File: config.mk
export PLATFORM = sky130hd
export DESIGN_NAME = bcd_to_bin_seq_flat
export DESIGN_NICKNAME = d
export VERILOG_FILES = /design/src/rtl/bcd_pkg.sv /design/src/rtl/bcd_to_bin_seq_if.sv /design/src/rtl/bcd_mac10.sv /design/src/rtl/bcd_to_bin_seq.sv /design/src/flat_wrapper.sv
export SDC_FILE = /design/constraint.sdc
export NUM_CORES = 1
export LEC_CHECK = 0
export CORE_UTILIZATION = 59
export DETAILED_ROUTE_END_ITERATION = 7
export PLACE_DENSITY = 0.85
export SKIP_CTS_REPAIR_TIMING = 1
export SYNTH_ARGS = -nofsm -noshare
export SYNTH_HDL_FRONTEND = slang
export SYNTH_SLANG_ARGS = --single-unit
File: constraint.sdc
create_clock -name clk -period 6.5 [get_ports clk]
set_input_delay 0.65 -clock clk [delete_from_list [all_inputs] [get_ports clk]]
set_output_delay 0.65 -clock clk [all_outputs]
set_load 0.05 [all_outputs]
File: src/rtl/bcd_pkg.sv
// Shared definitions for the sequential BCD-to-binary converter.
package bcd_pkg;

    // Converter control states.
    typedef enum logic [1:0] {
        ST_IDLE = 2'd0,
        ST_CONV = 2'd1,
        ST_DONE = 2'd2
    } state_t;

    // Largest legal value of a single BCD digit.
    localparam logic [3:0] DIGIT_MAX = 4'd9;

    // Default geometry: four digits, and ceil(log2(10^4)) = 14 result bits.
    localparam int NDIG_DEF = 4;
    localparam int BW_DEF   = 14;

endpackage

File: src/rtl/bcd_to_bin_seq_if.sv
// Request/result bundle between a requester and the BCD-to-binary converter.
interface bcd_to_bin_seq_if
    import bcd_pkg::*;
#(
    parameter int NDIG = NDIG_DEF,
    parameter int BW   = BW_DEF
);

    logic                start;
    logic [4*NDIG-1:0]   bcd_in;
    logic [BW-1:0]       bin_out;
    logic                valid;
    logic                busy;
    logic                err;

    // Requester side: issues operands, observes results.
    modport master (
        output start,
        output bcd_in,
        input  bin_out,
        input  valid,
        input  busy,
        input  err
    );

    // Converter side: accepts operands, produces results.
    modport slave (
        input  start,
        input  bcd_in,
        output bin_out,
        output valid,
        output busy,
        output err
    );

endinterface

File: src/rtl/bcd_mac10.sv
// One Horner step of BCD conversion: acc*10 + digit, plus a flag for digits above 9.
module bcd_mac10
    import bcd_pkg::*;
#(
    parameter int BW = BW_DEF
) (
    input  logic [BW-1:0] acc,
    input  logic [3:0]    digit,
    output logic [BW-1:0] acc_next,
    output logic          digit_bad
);

    // acc*10 built from two shifts so no multiplier is inferred; wraps at BW bits,
    // which only matters once an illegal digit has already poisoned the result.
    assign acc_next  = (acc << 3) + (acc << 1) + BW'(digit);

    // Digits 10..15 are not BCD; they still feed the sum but mark the result bad.
    assign digit_bad = (digit > DIGIT_MAX);

endmodule

File: src/rtl/bcd_to_bin_seq.sv
// Sequential packed-BCD to binary converter: one digit per clock, MSD first.
module bcd_to_bin_seq
    import bcd_pkg::*;
#(
    parameter int NDIG = NDIG_DEF,
    parameter int BW   = BW_DEF
) (
    input  logic                clk,
    input  logic                rst_n,
    bcd_to_bin_seq_if.slave     bus
);

    localparam int              CW   = $clog2(NDIG + 1);
    localparam logic [CW-1:0]   LAST = CW'(NDIG - 1);

    state_t              state;
    logic [4*NDIG-1:0]   operand;
    logic [BW-1:0]       acc;
    logic [CW-1:0]       cnt;
    logic                err_flag;

    logic [BW-1:0]       bin_q;
    logic                err_q;
    logic                valid_q;
    logic                busy_q;

    logic [3:0]          digit;
    logic [BW-1:0]       acc_next;
    logic                digit_bad;
    logic                err_next;

    // The operand is shifted left each cycle, so the digit in play is always the top nibble.
    assign digit    = operand[4*NDIG-1 -: 4];
    assign err_next = err_flag | digit_bad;

    bcd_mac10 #(.BW(BW)) u_mac10 (
        .acc       (acc),
        .digit     (digit),
        .acc_next  (acc_next),
        .digit_bad (digit_bad)
    );

    // Control FSM and datapath registers; every output is a flop so nothing is combinational to the ports.
    always_ff @(posedge clk or negedge rst_n) begin
        if (!rst_n) begin
            state    <= ST_IDLE;
            operand  <= '0;
            acc      <= '0;
            cnt      <= '0;
            err_flag <= 1'b0;
            bin_q    <= '0;
            err_q    <= 1'b0;
            valid_q  <= 1'b0;
            busy_q   <= 1'b0;
        end else begin
            // NOTE: non-blocking assignments here, so every read below sees the pre-edge value
            // (e.g. the final CONV cycle uses the old err_flag and the old acc via acc_next).
            case (state)
                ST_IDLE: begin
                    valid_q <= 1'b0;
                    if (bus.start) begin
                        operand  <= bus.bcd_in;
                        acc      <= '0;
                        cnt      <= '0;
                        err_flag <= 1'b0;
                        busy_q   <= 1'b1;
                        state    <= ST_CONV;
                    end
                end

                ST_CONV: begin
                    acc      <= acc_next;
                    operand  <= operand << 4;
                    err_flag <= err_next;
                    cnt      <= cnt + CW'(1);
                    if (cnt == LAST) begin
                        // Result is taken straight from the adder so the last digit is included.
                        bin_q   <= err_next ? '0 : acc_next;
                        err_q   <= err_next;
                        valid_q <= 1'b1;
                        state   <= ST_DONE;
                    end
                end

                ST_DONE: begin
                    valid_q <= 1'b0;
                    busy_q  <= 1'b0;
                    state   <= ST_IDLE;
                end

                default: begin
                    valid_q <= 1'b0;
                    busy_q  <= 1'b0;
                    state   <= ST_IDLE;
                end
            endcase
        end
    end

    assign bus.bin_out = bin_q;
    assign bus.err     = err_q;
    assign bus.valid   = valid_q;
    assign bus.busy    = busy_q;

endmodule

File: src/flat_wrapper.sv
// flat-port wrapper written by rule: the top's interface ports become plain ports
module bcd_to_bin_seq_flat import bcd_pkg::*;
#(
    parameter int NDIG = NDIG_DEF,
    parameter int BW   = BW_DEF
)
  (clk, rst_n, bus_start, bus_bcd_in, bus_bin_out, bus_valid, bus_busy, bus_err);
  bcd_to_bin_seq_if #(.NDIG(NDIG), .BW(BW)) bus_i ();
  input  logic clk;
  input  logic rst_n;
  input wire logic [$bits(bus_i.start)-1:0] bus_start;
  input wire logic [$bits(bus_i.bcd_in)-1:0] bus_bcd_in;
  output wire logic [$bits(bus_i.bin_out)-1:0] bus_bin_out;
  output wire logic [$bits(bus_i.valid)-1:0] bus_valid;
  output wire logic [$bits(bus_i.busy)-1:0] bus_busy;
  output wire logic [$bits(bus_i.err)-1:0] bus_err;
  assign bus_i.start = bus_start;
  assign bus_i.bcd_in = bus_bcd_in;
  assign bus_bin_out = bus_i.bin_out;
  assign bus_valid = bus_i.valid;
  assign bus_busy = bus_i.busy;
  assign bus_err = bus_i.err;
  bcd_to_bin_seq #(.NDIG(NDIG), .BW(BW)) u_core (.clk(clk), .rst_n(rst_n), .bus(bus_i));
endmodule
# After elaboration in Yosys (flattened, before gate mapping)
# Index checks and enable logic that the tools add are counted.
[op_classes] addsub=3 n_lt_le_gt_ge=1 eq_ne=4 muxes=16 n_bitwise=2 n_reduce_logical=6
[op_table] cell="$pmux 16 s2" count=1
[op_table] cell="$pmux 13 s2" count=1
[op_table] cell="$mux 16" count=1
[op_table] cell="$add 14x14->14" count=1
[op_table] cell="$add 14x4->14" count=1
[op_table] cell="$mux 14" count=1
[op_table] cell="$mux 13" count=1
[op_table] cell="$reduce_and 2->1" count=4
[op_table] cell="$pmux 3 s2" count=1
[op_table] cell="$gt 4x4->1 const B" count=1
[op_table] cell="$mux 1" count=4
[op_table] cell="$mux 2" count=2
[op_table] cell="$pmux 1 s2" count=2
[op_table] cell="$pmux 2 s2" count=1
[op_table] cell="$add 3x1->3 const B" count=1
[op_table] cell="$eq 3x2->1 const B" count=1
[op_table] cell="$mux 3" count=1
[op_table] cell="$eq 2x1->1 const B" count=1
[op_table] cell="$logic_not 2->1" count=1
[op_table] cell="$ne 2x1->1 const B" count=1
[op_table] cell="$ne 2x2->1 const B" count=1
[op_table] cell="$reduce_bool 2->1" count=1
[op_table] cell="$not 1->1" count=1
[op_table] cell="$or 1x1->1" count=1
[word_totals] register_bits=52 inputBits=19 out_inout_bits=17 wordCells=41

# Longest topological paths before layout
[logic_depth] depth_word=3 mapped_depth=9 mapped_depth_nobuf=9

# Cells and area by module
# Synthesis repeated with hierarchy kept, for this count alone.
[unflattened] hier_cells=267 area_unflattened_um2=2757.6
[modules_own_cells] mod="bcd_to_bin_seq" instances=1 cells_per_inst=190 area_each_um2=2092.0 seq_area_each_um2=1326.3
[modules_own_cells] mod="bcd_mac10" instances=1 cells_per_inst=77 area_each_um2=665.6 seq_area_each_um2=0.0

# Worst setup path after synthesis
# No wires, ideal clock.
[synth_path] path_type="reg-to-reg" start="reg u_core.acc[0]" end="reg u_core.acc[10]" setup_time_ps=124 t_arrival_ps=2344 required_ps=6376 slack_ps=4032 path_stages_with_launch=9 n_path_buf=0 period_less_slack_ps=2468 cell_sequence="dfrtp_1 inv_1 fa_1 fa_1 nand2b_1 a21o_1 and2_1 o2111a_1 a211o_1"
[synth_via] elab_chain_cells=3
[synth_rtl] item="start, declared" line_no="bcd_to_bin_seq.sv:18" text="logic [BW-1:0] acc;"
[synth_rtl] item="start signal, assigned" line_no="bcd_to_bin_seq.sv:72" text="acc <= acc_next;"
[synth_rtl] item="$add 14x14->14" line_no="bcd_mac10.sv:15" text="assign acc_next = (acc << 3) + (acc << 1) + BW'(digit);"
[synth_rtl] item="$add 14x4->14" line_no="bcd_mac10.sv:15"
[synth_rtl] item="$pmux 13 s2" line_no="bcd_to_bin_seq.sv:58" text="case (state)"
# Every way passes these cells.
# A chain may end at the register's enable or synchronous reset.

# Worst setup path in the final report
[layout_path] start="reg u_core.acc[0]" end="reg u_core.bin_q[10], in the netlist u_core.bus.bin_out[10]"
[layout_via] elab_chain_cells=3
[layout_rtl] item="$add 14x14->14" line_no="bcd_mac10.sv:15"
[layout_rtl] item="$add 14x4->14" line_no="bcd_mac10.sv:15"
[layout_rtl] item="$mux 14" line_no="bcd_to_bin_seq.sv:78" text="bin_q <= err_next ? '0 : acc_next;"
[layout_rtl] item="end signal, assigned" line_no="bcd_to_bin_seq.sv:78"
[layout_rtl] item="end, declared" line_no="bcd_to_bin_seq.sv:22" text="logic [BW-1:0] bin_q;"
# Every way passes these cells.

==> results by stage <==
STA:
- The count of pins over their slew limit was 0.
- After routing, the total negative slack on setup checks comes to 0 ps.
- The final worst-path setup slack is 3846 ps.
- For the finished layout, the period the worst path requires is 2654 ps.
- Setup repair after global routing left no endpoint under its margin.
- Setup violations remaining at the end of the flow were counted as 0.
- The final critical-path share of the clock period is 40.84%.
- The worst pin sits at a relative slew slack of 42.81%.
- The worst hold-check slack is 431.7 ps.
- Clock skew on the completed layout was measured at 11.14 ps.
- The total count of hold-check failures in the final report is 0.
- The slew at the pin with the worst max-slew slack is 857.8 ps.
- The achievable frequency is 376.7 MHz.

CTS:
- For this design, the sink count on the clock tree is 52.
- The clock reaches the later pin of the worst-skew pair after 310 ps.
- The TritonCTS clock tree is built.
- After clock tree synthesis, the clock-pin slew on the worst setup and hold paths is 100 ps.
- The buffer levels on the longest clock path is 2.
- Counting the buffers created by CTS gives 5.
- The maximum level of the CTS H-tree is 2.
- The root buffer cell chosen for the clock tree is sky130_fd_sc_hd__clkbuf_8.

Setup path:
- The critical setup path kind is flip-flop to flip-flop.
- The number of buffers and inverters on the critical path is 1.
- In this design, the largest share of critical-path delay is due to adder cells.
- The stage delay of the slowest cell on the critical path is 530 ps.
- The slowest stage of the critical path is the sky130_fd_sc_hd__fa_1 cell.
- Setup slack on the worst reg-to-reg path comes out at 3850 ps.
- The biggest fanout along the worst timing path is 4.
- The depth of the worst register-to-register path is 8.
- The launching instance or port of the critical path is u_core.acc[0].
- In this design, the critical path's most frequently occurring cell is sky130_fd_sc_hd__fa_1.
- The data required time of the worst path is 6690 ps.
- The worst register-to-register path ends at u_core.bus.bin_out[10].
- The reg-to-reg critical path startpoint is u_core.acc[0].
- The endpoint class of the critical path is a flip-flop.
- The signal on the critical path passes through inv_1 -> fa_1 -> fa_1 -> nand2b_1 -> a21o_1 -> and2_1 -> o2111a_1 -> a221o_1.
- The arrival time at the worst endpoint is 2850 ps.
- The kind of launch point of the worst setup path is a flip-flop.

Route:
- The via total after detailed routing is 2019.
- After the first detailed-routing iteration, the DRC count stood at 128.
- Wires add up to 5573 um.
- The number of antenna-violating nets in the routed design is 0.
- After detailed routing, the average wire length per cell comes to 16.64 um.
- The length of the first detailed-routing pass in iterations is 4.
- Dividing the detail-routed via count by the number of cells gives 6.027.
- For this run, design rule violations remaining after detail routing come to 0.

Floorplanning:
- The overall die height is 69.84 um.
- The die area is 4877 um2.
- Once the floorplan was initialized, standard cells occupied 61.93% of the core.
- For this design the top-level I/O count stands at 36.
- The area of the placeable core is 4384 um2.
- The cell row count is 24.
- From left edge to right edge, the die measures 69.84 um.

GRT:
- Global routing finished with a remaining overflow of 0.
- The via count of the first global-routing pass is 1980.
- The largest net degree at the start of global routing is 53.
- For this run, the total global-route usage over all layers was measured as 25.15%.
- The initial antenna violation count came to 0.
- The wire length of the first global-routing pass is 9528 um.

Power and ir drop:
- For this design the ratio of total power to cell area is 575.9 nW/um2.
- The combinational cell fraction of total power is 57.5%.
- In this run the static leakage power is 0.001528 uW.
- The clock power share is 12.2%.
- The worst vdd rail ir drop is 265.0 uV.
- The share of total power consumed by net switching is 45.19%.
- The total design power is 1848 uW.
- The net switching component of the power is 835.2 uW.
- Internal power comes to 1013 uW.
- Of the total power, registers draw 30.4%.

Placed design:
- At the placement stage, the worst setup path has a slack of 3748 ps.
- The total of buffers placed on input and output ports is 35.
- Detailed placement ended at an HPWL of 3805 um.
- The weighted congestion reported at the end of routability-driven placement is 0.8819.

Finish:
- The number of antenna repair diodes is 0.
- The final layout contains 327 nets.
- Leaving out fill and tap cells, the most frequent cells in the layout are sky130_fd_sc_hd__dfrtp_1 (52), sky130_fd_sc_hd__clkdlybuf4s50_1 (34), sky130_fd_sc_hd__ha_1 (24).
- The most frequent standard cell in the layout excluding fill and tap cells is sky130_fd_sc_hd__dfrtp_1.
- From synthesis to final layout, the design area changed by 18.20%.
- The post-route netlist has 4.947% of its cells at a drive strength greater than 1.
- The post-route core utilization is 73.20%.

Synthesis:
- The register bit total from synthesis is 52.
- The dominant synthesized flop cell is sky130_fd_sc_hd__dfrtp_1.
- The number of warnings issued by yosys is 0.
- The mean instance size in the synthesized netlist is 10.95 um2.
- Counting every net in the synthesized netlist gives 293.
- The number of enable-type register cells in the synthesized netlist is 0.
- The synthesized cell area is 2715 um2.
- The share of the Yosys chip area taken by registers is 47.93%.
- Counting every instance in the synthesized netlist gives 248.
- In the synthesized netlist the async set-or-reset flop fraction comes to 100.0%.
- The distinct cell type count after synthesis is 35.

Min path:
- The type of the tightest min-delay check is primary input to async pin.

Run status:
- The flow ran to the end, and the final reports show no timing, DRC or antenna violations.

Job:
- Across the run, the number of max-cap violations was 0.
[worst max-delay path by stage]
stage                             endpoint  slack (ps)  cells after the start
global route                u_core.acc[10]        3730                      8
floorplan                   u_core.acc[10]        4030                      8
CTS                 u_core.bus.bin_out[10]        3850                      8
finish              u_core.bus.bin_out[10]        3850                      8
detailed placement       u_core.operand[0]        3750                      4
global placement         u_core.operand[1]        3780                      4
[through the flow]
| step | area, um2 | instances |
|---|---|---|
| floorplan | 2715 | 248 |
| global placement | 3098 | 327 |
| detailed placement | 3098 | 327 |
| CTS | 3209 | 335 |
| global route | 3209 | 335 |
| finish | 3209 | 335 |
[sequential cells by signal (all words and copies together), names as in the netlist]
register and count:
u_core.operand 16, u_core.bus.bin_out 14, u_core.acc 13, u_core.cnt 3, u_core.state 2, u_core.bus.busy 1, u_core.bus.err 1, u_core.bus.valid 1
u_core.err_flag 1
[kinds of logic after synthesis]
logic type	share of synthesized area, %
AO/OA/AOI/OAI	20.28
flip-flops	47.93
buffers and inverters	3.226
multiplexers	4.424
AND/OR/NAND/NOR	9.355
adder cells (fa/ha/maj)	12.53
XOR/XNOR	2.258
[worst register-to-register path: stages, from the launching register on]
cell                       delay (ps)
sky130_fd_sc_hd__dfrtp_1          390
sky130_fd_sc_hd__inv_1             70
sky130_fd_sc_hd__fa_1             530
sky130_fd_sc_hd__fa_1             480
sky130_fd_sc_hd__nand2b_1         180
sky130_fd_sc_hd__a21o_1           180
sky130_fd_sc_hd__and2_1           190
sky130_fd_sc_hd__o2111a_1         260
sky130_fd_sc_hd__a221o_1          260
[synthesized netlist by cell type (2+ instances only)]
cell type / number / area (um2)
sky130_fd_sc_hd__xnor2_1: 6 / 52.55
sky130_fd_sc_hd__nor2_1: 10 / 37.54
sky130_fd_sc_hd__buf_2: 4 / 20.02
sky130_fd_sc_hd__o21ai_0: 22 / 110.1
sky130_fd_sc_hd__a22o_1: 21 / 183.9
sky130_fd_sc_hd__inv_1: 10 / 37.54
sky130_fd_sc_hd__and2_1: 2 / 12.51
sky130_fd_sc_hd__clkbuf_1: 5 / 18.77
sky130_fd_sc_hd__ha_1: 24 / 300.3
sky130_fd_sc_hd__a32o_1: 7 / 70.07
sky130_fd_sc_hd__o21a_1: 2 / 15.01
sky130_fd_sc_hd__nand2b_1: 6 / 37.54
sky130_fd_sc_hd__mux2i_1: 12 / 120.1
sky130_fd_sc_hd__fa_1: 2 / 40.04
sky130_fd_sc_hd__nand2_1: 22 / 82.58
sky130_fd_sc_hd__dfrtp_1: 52 / 1301
sky130_fd_sc_hd__or3_1: 4 / 25.02
sky130_fd_sc_hd__nor3_1: 2 / 10.01
sky130_fd_sc_hd__o2111a_1: 2 / 22.52
sky130_fd_sc_hd__a21oi_1: 12 / 60.06
sky130_fd_sc_hd__a21o_1: 4 / 30.03
sky130_fd_sc_hd__nand3_1: 2 / 10.01
sky130_fd_sc_hd__nand4_1: 3 / 18.77
[final cells by class]
| class | count | area, um2 |
|---|---|---|
| multi-input combinational | 175 | 1326 |
| sequential | 52 | 1301 |
| fill | 327 | 1175 |
| timing repair buffer | 38 | 367.9 |
| clock buffer | 5 | 68.82 |
| tap | 52 | 65.06 |
| clock inverter | 3 | 42.54 |
| inverter | 10 | 37.54 |
[layer usage]
metal	share of wire (%)	global-route usage [%]
met5	0	0
met4	2.0	8.889
met3	3.9	5.669
met2	47	39.21
met1	47	34.69
[power groups by stage]
stage / Sequential, uW / Combinational (uW) / Clock, uW
floorplan: 693 / 640 / 0
global placement: 561 / 1020 / 0
detailed placement: 564 / 1040 / 0
CTS: 559 / 1060 / 227
global route: 576 / 1170 / 236
finish: 561 / 1060 / 225
(Power assumes the default switching activity.)
